===== config.mk =====
export PLATFORM = sky130hd
export DESIGN_NAME = video_overlay_ctrl
export DESIGN_NICKNAME = d
export VERILOG_FILES = /design/src/rtl/video_pkg.sv /design/src/rtl/video_raster_cnt.sv /design/src/rtl/video_overlay_ctrl.sv
export SDC_FILE = /design/constraint.sdc
export NUM_CORES = 1
export LEC_CHECK = 0
export ABC_AREA = 1
export CAP_MARGIN = 5
export CELL_PAD_IN_SITES_DETAIL_PLACEMENT = 2
export CELL_PAD_IN_SITES_GLOBAL_PLACEMENT = 2
export CORE_ASPECT_RATIO = 0.6
export CORE_MARGIN = 3
export CORE_UTILIZATION = 36
export DETAILED_ROUTE_END_ITERATION = 6
export PLACE_DENSITY_LB_ADDON = 0.2
export SLEW_MARGIN = 40
export SYNTH_ARGS = -nofsm -noshare
export SYNTH_HDL_FRONTEND = slang
export SYNTH_SLANG_ARGS = --single-unit

===== constraint.sdc =====
create_clock -name clk -period 5.14 [get_ports clk]
set_input_delay 1.028 -clock clk [delete_from_list [all_inputs] [get_ports clk]]
set_output_delay 1.028 -clock clk [all_outputs]
set_load 0.01 [all_outputs]

===== src/rtl/video_pkg.sv =====
// ============================================================================
// Module   : video_pkg
// Brief    : Shared timing defaults, FSM encoding and overlay types for the
//            video overlay controller.
// Revision : 1.0 - initial release
// ============================================================================
`default_nettype none

package video_pkg;

    localparam int c_H_ACTIVE = 1366;
    localparam int c_H_BLANK  = 50;
    localparam int c_V_ACTIVE = 768;
    localparam int c_V_BLANK  = 12;
    localparam int c_ADDR_W   = 14;
    localparam int c_CNT_W    = 11;
    localparam int c_BOUND_W  = 12;

    typedef enum logic [1:0] {
        ST_OFF   = 2'd0,
        ST_RUN   = 2'd1,
        ST_DRAIN = 2'd2
    } state_t;

    typedef struct packed {
        logic [c_CNT_W-1:0] x;
        logic [c_CNT_W-1:0] y;
        logic [7:0]         w;
        logic [7:0]         h;
    } ovl_cfg_t;

    typedef struct packed {
        logic               de;
        logic               hsync;
        logic               vsync;
        logic [c_CNT_W-1:0] px;
        logic [c_CNT_W-1:0] py;
    } timing_t;

    localparam timing_t c_TIMING_IDLE = '{de: 1'b0, hsync: 1'b1, vsync: 1'b1, px: '0, py: '0};

    // Window end is formed one bit wider so start+len can never wrap around.
    function automatic logic in_span(input logic [c_CNT_W-1:0] pos,
                                     input logic [c_CNT_W-1:0] start,
                                     input logic [7:0]         len);
        logic [c_BOUND_W-1:0] stop;
        stop = {1'b0, start} + {{(c_BOUND_W-8){1'b0}}, len};
        return (pos >= start) && ({1'b0, pos} < stop);
    endfunction

endpackage

`default_nettype wire


===== src/rtl/video_raster_cnt.sv =====
// ============================================================================
// Module   : video_raster_cnt
// Brief    : Raster x/y counters plus a two-stage de/hsync/vsync/pixel pipeline.
// Revision : 1.0 - initial release
// ============================================================================
`default_nettype none

module video_raster_cnt
    import video_pkg::*;
#(
    parameter int H_ACTIVE = c_H_ACTIVE,
    parameter int H_BLANK  = c_H_BLANK,
    parameter int V_ACTIVE = c_V_ACTIVE,
    parameter int V_BLANK  = c_V_BLANK
) (
    input  logic               clk,
    input  logic               rst,
    input  logic               i_run,
    output logic [c_CNT_W-1:0] o_x,
    output logic [c_CNT_W-1:0] o_y,
    output logic               o_boundary,
    output logic               o_de,
    output logic               o_hsync,
    output logic               o_vsync,
    output logic [c_CNT_W-1:0] o_pix_x,
    output logic [c_CNT_W-1:0] o_pix_y
);

    localparam logic [c_CNT_W-1:0] c_X_MAX  = c_CNT_W'(H_ACTIVE + H_BLANK - 1);
    localparam logic [c_CNT_W-1:0] c_Y_MAX  = c_CNT_W'(V_ACTIVE + V_BLANK - 1);
    localparam logic [c_CNT_W-1:0] c_HA     = c_CNT_W'(H_ACTIVE);
    localparam logic [c_CNT_W-1:0] c_VA     = c_CNT_W'(V_ACTIVE);
    localparam logic [c_CNT_W-1:0] c_HS_END = c_CNT_W'(H_ACTIVE + H_BLANK / 2);
    localparam logic [c_CNT_W-1:0] c_VS_END = c_CNT_W'(V_ACTIVE + V_BLANK / 2);

    logic [c_CNT_W-1:0] x_q, x_d;
    logic [c_CNT_W-1:0] y_q, y_d;
    timing_t            t1_q, t1_d;
    timing_t            t2_q, t2_d;
    logic               w_x_last;
    logic               w_y_last;

    assign w_x_last = (x_q == c_X_MAX);
    assign w_y_last = (y_q == c_Y_MAX);

    always_comb begin
        x_d = x_q;
        y_d = y_q;
        if (!i_run) begin
            x_d = '0;
            y_d = '0;
        end else if (w_x_last) begin
            x_d = '0;
            y_d = w_y_last ? '0 : y_q + 1'b1;
        end else begin
            x_d = x_q + 1'b1;
        end
    end

    // Stage 1 decodes the counters; stage 2 realigns with the RAM read data.
    always_comb begin
        t1_d = c_TIMING_IDLE;
        if (i_run) begin
            t1_d.de    = (x_q < c_HA) && (y_q < c_VA);
            t1_d.hsync = !((x_q >= c_HA) && (x_q < c_HS_END));
            t1_d.vsync = !((y_q >= c_VA) && (y_q < c_VS_END));
            t1_d.px    = x_q;
            t1_d.py    = y_q;
        end
    end

    assign t2_d = t1_q;

    always_ff @(posedge clk) begin
        if (rst) begin
            x_q  <= '0;
            y_q  <= '0;
            t1_q <= c_TIMING_IDLE;
            t2_q <= c_TIMING_IDLE;
        end else begin
            x_q  <= x_d;
            y_q  <= y_d;
            t1_q <= t1_d;
            t2_q <= t2_d;
        end
    end

    assign o_x        = x_q;
    assign o_y        = y_q;
    assign o_boundary = i_run && w_x_last && w_y_last;
    assign o_de       = t2_q.de;
    assign o_hsync    = t2_q.hsync;
    assign o_vsync    = t2_q.vsync;
    assign o_pix_x    = t2_q.px;
    assign o_pix_y    = t2_q.py;

endmodule

`default_nettype wire


===== src/rtl/video_overlay_ctrl.sv =====
// ============================================================================
// Module   : video_overlay_ctrl
// Brief    : Raster timing with a frame-synchronous overlay window that
//            schedules image-RAM reads and the pixel mux select.
// Revision : 1.0 - initial release
// ============================================================================
`default_nettype none

module video_overlay_ctrl
    import video_pkg::*;
#(
    parameter int H_ACTIVE = c_H_ACTIVE,
    parameter int H_BLANK  = c_H_BLANK,
    parameter int V_ACTIVE = c_V_ACTIVE,
    parameter int V_BLANK  = c_V_BLANK,
    parameter int ADDR_W   = c_ADDR_W
) (
    input  logic               clk,
    input  logic               rst,
    input  logic               enable,
    input  logic               cfg_valid,
    output logic               cfg_ready,
    input  logic [10:0]        cfg_x,
    input  logic [10:0]        cfg_y,
    input  logic [7:0]         cfg_w,
    input  logic [7:0]         cfg_h,
    output logic               ram_en,
    output logic [ADDR_W-1:0]  ram_addr,
    output logic               hsync,
    output logic               vsync,
    output logic               de,
    output logic               sel_image,
    output logic [10:0]        pix_x,
    output logic [10:0]        pix_y,
    output logic               frame_start
);

    localparam logic [c_CNT_W-1:0] c_HA = c_CNT_W'(H_ACTIVE);
    localparam logic [c_CNT_W-1:0] c_VA = c_CNT_W'(V_ACTIVE);

    state_t             state_q, state_d;
    ovl_cfg_t           act_q, act_d;
    ovl_cfg_t           shd_q, shd_d;
    logic               pend_q, pend_d;
    logic               ram_en_q, ram_en_d;
    logic [ADDR_W-1:0]  ram_addr_q, ram_addr_d;
    logic               sel_image_q, sel_image_d;

    logic               w_run;
    logic               w_boundary;
    logic [c_CNT_W-1:0] w_x;
    logic [c_CNT_W-1:0] w_y;
    logic               w_cfg_fire;
    logic               w_in_win;

    assign w_run = (state_q != ST_OFF);

    video_raster_cnt #(
        .H_ACTIVE (H_ACTIVE),
        .H_BLANK  (H_BLANK),
        .V_ACTIVE (V_ACTIVE),
        .V_BLANK  (V_BLANK)
    ) u_raster (
        .clk        (clk),
        .rst        (rst),
        .i_run      (w_run),
        .o_x        (w_x),
        .o_y        (w_y),
        .o_boundary (w_boundary),
        .o_de       (de),
        .o_hsync    (hsync),
        .o_vsync    (vsync),
        .o_pix_x    (pix_x),
        .o_pix_y    (pix_y)
    );

    // Stopping is only ever decided at the frame boundary, so a frame always completes.
    always_comb begin
        state_d = state_q;
        unique case (state_q)
            ST_OFF:   if (enable) state_d = ST_RUN;
            ST_RUN:   if (!enable) state_d = w_boundary ? ST_OFF : ST_DRAIN;
            ST_DRAIN: begin
                if (enable) begin
                    state_d = ST_RUN;
                end else if (w_boundary) begin
                    state_d = ST_OFF;
                end
            end
            default:  state_d = ST_OFF;
        endcase
    end

    assign w_cfg_fire = cfg_valid && !pend_q;

    // A capture on the boundary cycle sets pending for the following boundary.
    always_comb begin
        act_d  = act_q;
        shd_d  = shd_q;
        pend_d = pend_q;
        if (w_boundary && pend_q) begin
            act_d  = shd_q;
            pend_d = 1'b0;
        end
        if (w_cfg_fire) begin
            shd_d  = '{x: cfg_x, y: cfg_y, w: cfg_w, h: cfg_h};
            pend_d = 1'b1;
        end
    end

    assign w_in_win = w_run && (w_x < c_HA) && (w_y < c_VA) &&
                      in_span(w_x, act_q.x, act_q.w) && in_span(w_y, act_q.y, act_q.h);

    always_comb begin
        ram_en_d    = w_in_win;
        sel_image_d = ram_en_q;
        ram_addr_d  = ram_addr_q + {{(ADDR_W-1){1'b0}}, ram_en_q};
        if (w_boundary) begin
            ram_addr_d = '0;
        end
    end

    always_ff @(posedge clk) begin
        if (rst) begin
            state_q     <= ST_OFF;
            act_q       <= '0;
            shd_q       <= '0;
            pend_q      <= 1'b0;
            ram_en_q    <= 1'b0;
            ram_addr_q  <= '0;
            sel_image_q <= 1'b0;
        end else begin
            state_q     <= state_d;
            act_q       <= act_d;
            shd_q       <= shd_d;
            pend_q      <= pend_d;
            ram_en_q    <= ram_en_d;
            ram_addr_q  <= ram_addr_d;
            sel_image_q <= sel_image_d;
        end
    end

    assign cfg_ready   = !pend_q;
    assign ram_en      = ram_en_q;
    assign ram_addr    = ram_addr_q;
    assign sel_image   = sel_image_q;
    assign frame_start = w_boundary;

endmodule

`default_nettype wire


==> flow_summary.ini <==
[status]
outcome = finished clean

[final_layout]
diodes = 0
mostFrequentLayoutCell = nor2_1
fillers = 2349
multi_input_area_um2 = 3730
nets = 1179
seqCellArea_um2 = 3340
layout_common_cells = nor2_1 (184), dfxtp_1 (167), inv_1 (121), nand2_1 (114), clkdlybuf4s50_1 (84)
drive_above_1_share_pct = 5.16
synthToLayoutAreaGrowth_pct = 21.8

[placement]
place_congestion = 0.814
hpwl_mm = 17.4
portBuffers = 84

[synth]
syn_area_um2 = 7710
ys_seq_elements = 167
async_flop_share_pct = 0
yosysWarnings = 0
avgSynthCellArea_um2 = 7.73
synth_edf_count = 0
ys.flop_type = dfxtp_1
synth-seq-area-share_pct = 43.4
synth_fp_nets = 1105
ys_types = 38
synthCells = 998

[grt]
grt_remaining_overflow = 0
antenna_found_initial = 0
track_usage_pct = 21.1
grt_max_degree = 79
grt_pass1_wl_mm = 39.0
grt_pass1_vias = 7179

[floorplanning]
core_area_um2 = 20500
die_area_um2 = 23300
dieWidth_um = 195
ioPinCount = 85
rows = 40
start_util_pct = 37.6
die_y_um = 119

[timing]
final_max_slew_viol_count = 0
finClkSkew_ns = 0.00897
setup_viol_count_final = 0
post-route-period-util_pct = 75.8
tns_ns = 0
max_clock_freq_mhz = 257
finalHoldViolCount = 0
rsz0062_at_grt = false
max-slew-margin-rel_pct = 46.5
tightest_slew_ns = 0.803
period_needed_ns = 3.89
whs_ns = 0.403

[detailed_routing]
num_vias = 6869
remaining_drc_errors = 0
wl_met2_mm = 9.99
vias_per_cell = 5.06
wl_met1_mm = 13.0
drt_iter0_markers = 408
top_layer_used = met4
postRouteAntennaNets = 0
wirelength_mm = 24.0
first_pass_iters = 4
wire_per_inst_um = 17.7
met3_wirelength_um = 774

[clock_network]
ctsHoldBuffers = 0
clockBufferDepth = 2
clk_latency_ns = 0.44
cts-root-buf = clkbuf_16
numCtsBuffers = 17
clkSinkCount = 167
htree_levels = 4
cts_post_setup_buffers_inserted = 0
cts_tree = yes
cts_resized = 0
cts.reportedPaths.clkPinSlew_ns = 0.07

[critical_path]
required_ns = 4.11
worstSetupPathType = reg2out
crit_path_start_kind = flip-flop
worstPathArrival_ns = 2.87
cp_max_fo = 12
endpoint_kind = output port

[power_and_ir_drop]
ir_worst_vdd_uv = 237
combPwrFrac_pct = 4.3
p_seq_share_pct = 47.1
power_frac_clock_pct = 48.6
powerDensity_nw_per_um2 = 303
power_uw = 2840
p_leak_uw = 0.00385
internal_power_uw = 2190
power_switching_uw = 652
switching_share_pct = 23.0

[job]
cap_violations = 0

[hold_path]
hold_path_class = reg2reg
## cells in the mapped netlist, types with 3 or more instances
cell type / n / share of area, %
nor2_1: 185 / 9.0
dfxtp_1: 167 / 43
inv_1: 122 / 5.9
nand2_1: 114 / 5.5
a21oi_1: 83 / 5.4
o21ai_0: 83 / 5.4
ha_1: 63 / 10
nand3_1: 35 / 2.3
nand4_1: 22 / 1.8
xor2_1: 19 / 2.2
clkbuf_1: 18 / 0.88
nor3_1: 14 / 0.91
nor3b_1: 8 / 0.78
xnor2_1: 8 / 0.91
inv_2: 7 / 0.34
buf_2: 5 / 0.32
buf_1: 4 / 0.19
buf_6: 4 / 0.58
or2_2: 4 / 0.32
a211oi_1: 3 / 0.29
nor3_2: 3 / 0.39
o211ai_1: 3 / 0.29
o21ai_1: 3 / 0.19
o21bai_1: 3 / 0.29
## cells by family after synthesis
family / Yosys count / synth area share, %
AOI/OAI and AO/OA: 184 / 12.4
xor gates and xnor gates: 27 / 3.07
adders and majority gates: 65 / 10.7
and+or+nand+nor: 393 / 22.0
buffers and inverters: 162 / 8.45
DFF: 167 / 43.4
## cell type report
cell class                 count  share of cell area, %
clock buffer                  18                   4.57
clock inverter                14                   2.09
inverter                     129                   5.16
multi-input combinational    669                   39.7
sequential                   167                   35.6
tap                          273                   3.64
timing repair buffer          88                   9.27
## flip-flops by register name (all words and copies together) (netlist names)
signal	cells
ram_en	1
act_q	38
shd_q	38
pend_q	1
u_raster.o_y	11
u_raster.o_x	11
state_q	2
u_raster.o_pix_y	11
u_raster.t1_q	25
u_raster.o_pix_x	11
u_raster.o_de	1
u_raster.o_vsync	1
sel_image	1
u_raster.o_hsync	1
ram_addr	14
## power groups by stage
| stage | registers, uW | clock network [uW] | logic, uW |
|---|---|---|---|
| 2_1_floorplan | 1360 | 0 | 62.3 |
| 3_3_place_gp | 1370 | 0 | 114 |
| 3_5_place_dp | 1370 | 0 | 119 |
| 4_1_cts | 1340 | 1410 | 123 |
| 5_1_grt | 1340 | 1470 | 137 |
| 6_report | 1340 | 1380 | 121 |
## critical path, cell delays in order (launching register included)
cell             delay [ns]
dfxtp_1                0.43
inv_2                  0.08
nor3_2                 0.23
nand4_1                0.52
inv_2                  0.37
nand2_2                0.14
nor2_1                 0.11
clkdlybuf4s50_1        0.54
## per-stage QoR
stage / instances / area, um^2 / setup slack [ns] / utilization (%)
after floorplan: 998 / 7710 / 2.71 / -
after detailed placement: 1326 / 8760 / 1.76 / 42.7
after global placement: 1326 / 8760 / 1.86 / 42.7
after CTS: 1358 / 9380 / 1.24 / 45.7
final: 1358 / 9390 / 1.25 / 45.8
after global routing: 1358 / 9390 / 1.02 / 45.8
## metal layers
layer	global-route usage, %	vias to the layer above
met2	31.3	103
met4	6.19	0
li1	-	3394
met3	3.48	20
met5	0	-
met1	31.4	3352
## final timing paths
| check | from | to | slack, ns | cells past startpoint |
|---|---|---|---|---|
| setup / recovery | u_raster.o_x[8] | frame_start | 1.25 | 7 |
| setup reg to reg | act_q[16] | ram_en | 2.07 | 16 |
| hold reg to reg | u_raster.t1_q[2] | u_raster.o_pix_y[2] | 0.40 | 2 |
| hold / removal | u_raster.t1_q[2] | u_raster.o_pix_y[2] | 0.40 | 2 |
No activity file was read; power rests on OpenSTA's default activity.
